File: src/rtl/shiftreg_en.sv
// shiftreg_en: WIDTH-bit shift register with IDLE-mode operations and a serial transfer FSM.
// Ports:
//   CLK   - clock, all state updates on rising edge
//   RST   - asynchronous active-high reset
//   En    - clock enable, 0 freezes Q, counter and FSM
//   Mode  - IDLE operation select (hold/load/shl/shr/rotl/rotr)
//   D     - parallel load data
//   SIn   - serial input bit
//   Start - begin a WIDTH-bit serial transfer (LSB first on SOut)
//   Q     - register contents
//   SOut  - serial output, equal to Q[0]
//   Busy  - high while shifting out
//   Done  - one enabled cycle pulse after the last shift
module shiftreg_en #(
    parameter int WIDTH = 8
) (
    input  logic             CLK,
    input  logic             RST,
    input  logic             En,
    input  logic [2:0]       Mode,
    input  logic [WIDTH-1:0] D,
    input  logic             SIn,
    input  logic             Start,
    output logic [WIDTH-1:0] Q,
    output logic             SOut,
    output logic             Busy,
    output logic             Done
);
    localparam int CW = $clog2(WIDTH + 1);
    typedef enum logic [1:0] {IDLE, SHIFT, DONE} state_t;
    state_t           state_q;
    logic [WIDTH-1:0] q_q, q_d, shr_d;
    logic [CW-1:0]    cnt_q;
    logic             busy_q, done_q;
    assign shr_d = {SIn, q_q[WIDTH-1:1]};
    always_comb begin
        q_d = Mode == 3'd1 ? D :
              Mode == 3'd2 ? {q_q[WIDTH-2:0], SIn} :
              Mode == 3'd3 ? shr_d :
              Mode == 3'd4 ? {q_q[WIDTH-2:0], q_q[WIDTH-1]} :
              Mode == 3'd5 ? {q_q[0], q_q[WIDTH-1:1]} : q_q;
    end
    always_ff @(posedge CLK or posedge RST) begin
        if (RST) begin
            state_q <= IDLE;
            q_q     <= '0;
            cnt_q   <= '0;
            busy_q  <= 1'b0;
            done_q  <= 1'b0;
        end else if (En) begin
            case (state_q)
                IDLE: begin
                    if (Start) begin
                        q_q     <= D;
                        cnt_q   <= '0;
                        state_q <= SHIFT;
                        busy_q  <= 1'b1;
                    end else begin
                        q_q <= q_d;
                    end
                end
                SHIFT: begin
                    q_q   <= shr_d;
                    cnt_q <= cnt_q + 1'b1;
                    // this edge performs the WIDTH-th shift
                    if (cnt_q == CW'(WIDTH - 1)) begin
                        state_q <= DONE;
                        busy_q  <= 1'b0;
                        done_q  <= 1'b1;
                    end
                end
                DONE: begin
                    state_q <= IDLE;
                    done_q  <= 1'b0;
                end
                default: begin
                    state_q <= IDLE;
                    busy_q  <= 1'b0;
                    done_q  <= 1'b0;
                end
            endcase
        end
    end
    assign Q    = q_q;
    assign SOut = q_q[0];
    assign Busy = busy_q;
    assign Done = done_q;
endmodule
File: config.mk
export PLATFORM = sky130hd
export DESIGN_NAME = shiftreg_en
export DESIGN_NICKNAME = d
export VERILOG_FILES = /design/src/rtl/shiftreg_en.sv
export SDC_FILE = /design/constraint.sdc
export NUM_CORES = 1
export LEC_CHECK = 0
export ABC_AREA = 1
export BUFFER_PORTS_ARGS = -buffer_cell sky130_fd_sc_hd__buf_2
export CAP_MARGIN = 20
export CORE_AREA = 4 4 51 53
export CTS_BUF_LIST = sky130_fd_sc_hd__clkbuf_8
export DETAILED_ROUTE_END_ITERATION = 8
export DIE_AREA = 0 0 55 57
export HOLD_SLACK_MARGIN = 0.02
export PLACE_DENSITY = 0.86
export SYNTH_ARGS = -nofsm -noshare
export SYNTH_HDL_FRONTEND = slang
export SYNTH_SLANG_ARGS = --single-unit
File: constraint.sdc
create_clock -name CLK -period 1.43 [get_ports CLK]
set_input_delay 0.2145 -clock CLK [delete_from_list [all_inputs] [get_ports CLK]]
set_output_delay 0.2145 -clock CLK [all_outputs]
set_load 0.005 [all_outputs]
==> After elaboration in Yosys (flattened, before gate mapping) <==
Index checks and enable logic that the tools add are counted.
{ "totals": {"mem_bits_rw": 0, "register_bits": 16, "out_inout_bits": 11, "word_cells": 43, "mem_count": 0, "romBits": 0, "latch_bits": 0, "input_bits": 16} }
{ "classes": {"add_sub_neg": 1, "reduce_logical": 7, "order_cmp": 0, "eq_ne": 11, "muxes": 17, "div": 0, "bitwise": 2, "multipliers": 0, "n_shift": 0} }
{ "op_table": {"columns": ["operator", "n"], "rows": [
  ["two-way mux 8 bit", 6],
  ["one-hot mux 8 bit (2 select lines)", 1],
  ["AND reduction 3 bit", 4],
  ["one-hot mux 4 bit (2 select lines)", 1],
  ["inequality test 7 bit (second input constant)", 1],
  ["equality test 3 x 2 -> 1 bit (second input constant)", 2],
  ["equality test 3 bit (second input constant)", 2],
  ["adder 4 x 1 -> 4 bit (second input constant)", 1],
  ["equality test 4 x 3 -> 1 bit (second input constant)", 1],
  ["two-way mux 2 bit", 2],
  ["two-way mux 4 bit", 1],
  ["inequality test 2 bit (second input constant)", 2],
  ["one-hot mux 2 bit (2 select lines)", 1],
  ["AND reduction 4 bit", 1],
  ["equality test 3 x 1 -> 1 bit (second input constant)", 1],
  ["two-way mux 1 bit", 3],
  ["one-hot mux 1 bit (3 select lines)", 1],
  ["equality test 2 x 1 -> 1 bit (second input constant)", 1],
  ["equality test 2 bit (second input constant)", 1],
  ["logical NOT 2 bit", 1],
  ["NOT 1 bit", 2],
  ["one-hot mux 1 bit (2 select lines)", 1],
  ["nonzero test 2 bit", 1]
]} }

==> Logic depth before layout (Yosys ltp) <==
{ "logic_depth": {"depth_word": 8, "depth_mapped": 9, "depth_no_buf": 8} }

==> Worst setup path after synthesis <==
Ideal clock, no wire load.
{ "synth_path": {"kind": "register -> register", "startpoint": "register state_q[0]", "endpoint": "register q_q[4] (netlist: Q[4])", "setup_ps": 116, "n_path_buf": 1, "path_stages_with_launch": 10, "required_time_ps": 1314, "arrival_ps": 1048, "synth_period_minus_slack_ps": 1164, "path_slack_ps": 266, "cell_sequence": "dfrtp_1 inv_2 nand2_1 nor2_1 nand3_1 nand2_2 buf_6 nor2_2 nand2_1 nand2_1"} }
{ "synth_via": {"elab_chain_cells": 3, "elab_cells_between_ends": 6, "cone_classes": "2 x eq/ne; 1 x mux; 3 x reduce/logical"} }
{ "synth_rtl": {"columns": ["item", "line", "rtl"], "rows": [
  ["start, declared", "31", "state_t state_q;"],
  ["start signal, assigned", "45", "state_q <= IDLE;"],
  ["start signal, assigned", "56", "state_q <= SHIFT;"],
  ["start signal, assigned", "67", "state_q <= DONE;"],
  ["logical NOT 2 bit or equality test 2 x 1 -> 1 bit (tied branches)", "51", "case (state_q)"],
  ["inequality test 7 bit (no source line) or nonzero test 2 bit (tied branches)", null, null],
  ["AND reduction 3 bit (no source line)", null, null],
  ["end signal, assigned", "59", "q_q <= q_d;"],
  ["end signal, assigned", "63", "q_q <= shr_d;"],
  ["end, declared", "32", "logic [WIDTH-1:0] q_q, q_d, shr_d;"]
]} }
Parallel ways exist; a longest one is shown, timed or not.
A chain may end at the register's enable or synchronous reset.

==> Worst setup path in the final report <==
{ "layout_path": {"startpoint": "register cnt_q[0]", "endpoint": "register busy_q (netlist: Busy)"} }
{ "layout_via": {"elab_chain_cells": 3} }
{ "layout_rtl": {"columns": ["item", "line", "rtl"], "rows": [
  ["start, declared", "33", "logic [CW-1:0] cnt_q;"],
  ["start signal, assigned", "64", "cnt_q <= cnt_q + 1'b1;"],
  ["equality test 4 x 3 -> 1 bit", "66", "if (cnt_q == CW'(WIDTH - 1)) begin"],
  ["inequality test 2 bit (no source line)", null, null],
  ["AND reduction 4 bit (no source line)", null, null],
  ["end signal, assigned", "57", "busy_q <= 1'b1;"],
  ["end signal, assigned", "68", "busy_q <= 1'b0;"],
  ["end signal, assigned", "78", "busy_q <= 1'b0;"],
  ["end, declared", "34", "logic busy_q, done_q;"]
]} }
No other way between the ends.

==> out/qor.csv <==
stage,metric,value,unit
outcome,outcome,"finished, final reports clean",
synthesis,cell count after synthesis,169,
clock_network,H-tree Lvls,1,
setup_path,r2r endpoint,Busy,
clock_network,post-CTS setup buffer count,0,
clock_network,CTS tree,done,
detailed_routing,routed wire length per instance,10.8,um
sta,Slew Limit Fails,0,
clock_network,clk sinks,16,
sta,final period utilization,0.907,
grt,first-pass GRT wire length,4150,um
synthesis,"flops & latches, synth",16,
synthesis,part of the Yosys area used for sequential elements,0.364,
layout,P&R area growth vs syn,19.3,%
floorplanning,Placeable Area,0.00215,mm2
synthesis,syn nets,186,
floorplanning,# IOs,27,
clock_network,Clock Path Buffers,2,
setup_path,slack of the worst reg-to-reg path,130,ps
setup_path,Worst EP required,1570,ps
synthesis,Synth Cell Area,0.00110,mm2
layout,"commonest non-fill, non-tap cell in the layout",nand2_1,
pwr,pwr dens,1870,mW/mm2
pwr,Leak,0.739,nW
setup_path,CP arrival,1430,ps
detailed_routing,routed vias/inst,4.88,
floorplanning,Initial Util,0.512,
sta,Worst Max-Slew Pin Slew,603,ps
setup_path,crit path cell chain,ha_1 -> nand2_1 -> o21ai_0 -> nand2_1 -> o21ai_0 -> nand2_1,
layout,ant diodes,0,
setup_path,critical path endpoint,Busy,
setup_path,Critical path origin,cnt_q[0],
clock_network,Clock transition at path regs,60,ps
sta,fmax,771,MHz
layout,FF/Latch Area,400,um2
run,max cap viols,0,
sta,Max transition margin,0.597,
synthesis,ranking of synthesized cells by area,"dfrtp_1, nand2_1, nand3_1",
clock_network,worst skew pair latency,250,ps
detailed_routing,final wirelength,2450,um
clock_network,CTS Buf Count,3,
detailed_routing,# DRC,0,
detailed_routing,DRT iter0 DRCs,32,
setup_path,critical path capture point type,register,
setup_path,CP max-delay cell,dfrtp_1,
sta,Clock Skews,0.883,ps
setup_path,r2r startpoint,cnt_q[0],
floorplanning,Die Wd,55,um
layout,fill count,209,
sta,minimum clock period,1300,ps
detailed_routing,DRT Pass-1 Iters,4,
setup_path,kind of critical path,register to register,
grt,pin count of the biggest net entering global routing,17,
sta,Final Hold Vio Count,0,
placement,DPL Wire Length,1910,um
placement,port bufs,26,
sta,setup TNS,0,ps
setup_path,Worst path most repeated cell,nand2_1,
floorplanning,row count,17,
grt,initial antenna violation count,0,
layout,Final #Nets,216,
placement,pre-CTS setup slack,108,ps
grt,Overflow after GRT,0,
setup_path,Crit path buffers/inverters,0,
grt,Total GRT Usage,0.179,
sta,Hold Slack,22.7,ps
setup_path,Reg2Reg Depth,6,
setup_path,Crit. path cell count,6,
floorplanning,die area,0.00314,mm2
setup_path,Top delay family on crit path,compound AO/OA/AOI/OAI gates,
sta,final setup vio count,0,
detailed_routing,via count,1104,
synthesis,Synth area leader,dfrtp_1,
layout,share of layout cells above drive strength 1,0.232,
setup_path,startpoint types,register,
clock_network,clock root cell,clkbuf_8,
setup_path,max incr delay on CP,350,ps
min_path,Tightest Hold Check Type,input port to asynchronous set/reset pin,
grt,vias in the first global route,979,
synthesis,Mapped Avg Cell Area,6.51,um2
detailed_routing,Routed Antenna Nets,0,
synthesis,post-synth top area share,0.364,
placement,GPL Wtd Cong,0.888,
layout,footprint of the multi-input gates,587,um2
floorplanning,Die Y,57,um
sta,RSZ-0062 raised after global routing,no,
sta,final setup margin,134,ps
pwr,worst vdd ir,1.14,mV
layout,"commonest cells after routing, fill and taps aside","nand2_1, buf_2, nor2_1, nand3_1, inv_1",
synthesis,Synth warnings,0,
synthesis,Synth cell types,21,
setup_path,CP max FO,4,
pwr,Pwr Total,2.45,mW
power by group:
| group | leakage [nW] | internal (mW) | switching [mW] |
|---|---|---|---|
| clock network | 0.0288 | 0.245 | 0.158 |
| logic | 0.509 | 0.491 | 0.706 |
| registers | 0.201 | 0.657 | 0.198 |
| total | 0.739 | 1.39 | 1.06 |
kinds of logic after synthesis:
kind of cell             Yosys count  share of synthesized area
AND/OR/NAND/NOR                  106                      0.423
buffers and inverters             26                      0.107
AO/OA/AOI/OAI                     19                     0.0865
flip-flops                        16                      0.364
XOR/XNOR                           1                    0.00797
adder cells (fa/ha/maj)            1                     0.0114
flip-flops by register name, indices dropped and copies added, names as in the netlist:
name / flops
Q: 8
Done: 1
cnt_q: 4
Busy: 1
state_q: 2
metal layers:
layer  global-route usage  share of wire
met5                    0              0
met4               0.0833          0.020
met3               0.0235          0.046
met2                0.252           0.46
met1                0.269           0.48
how the worst min path moves through the flow:
stage / startpoint / to / slack (ps) / cells after the start
after floorplan: RST / Busy / 130 / 1
after global placement: RST / Q[3] / 310 / 2
after detailed placement: RST / cnt_q[0] / 320 / 2
after CTS: RST / cnt_q[0] / 40 / 2
after global routing: RST / state_q[1] / 80 / 2
final: RST / cnt_q[0] / 20 / 2
through the flow:
step	utilization	area (um2)	instances
floorplan	-	1100	169
global placement	0.583	1250	222
detailed placement	0.583	1250	222
CTS	0.609	1310	226
global route	0.611	1310	226
finish	0.611	1310	226
cell usage after synthesis (all sizes together):
master and instances:
nor2 26, buf 4, nor3 1, dfrtp 16
nand3b 1, o21ai 9, a21oi 10, clkinv 1
nand2 58, xor2 1, inv 21, nand3 20
ha 1
area by class of cell:
| type | instances | area share |
|---|---|---|
| Inverter | 22 | 0.0629 |
| Multi-Input combinational cell | 127 | 0.447 |
| Sequential cell | 16 | 0.305 |
| Timing Repair Buffer | 29 | 0.116 |
| Tap cell | 28 | 0.0267 |
| Clock buffer | 4 | 0.0419 |
what timing repair did:
action	4_1_cts	5_1_grt
hold buffers	0	0
endpoints found under the setup margin	0	3
resized for setup	0	1
No activity file was read; power rests on OpenSTA's default activity.
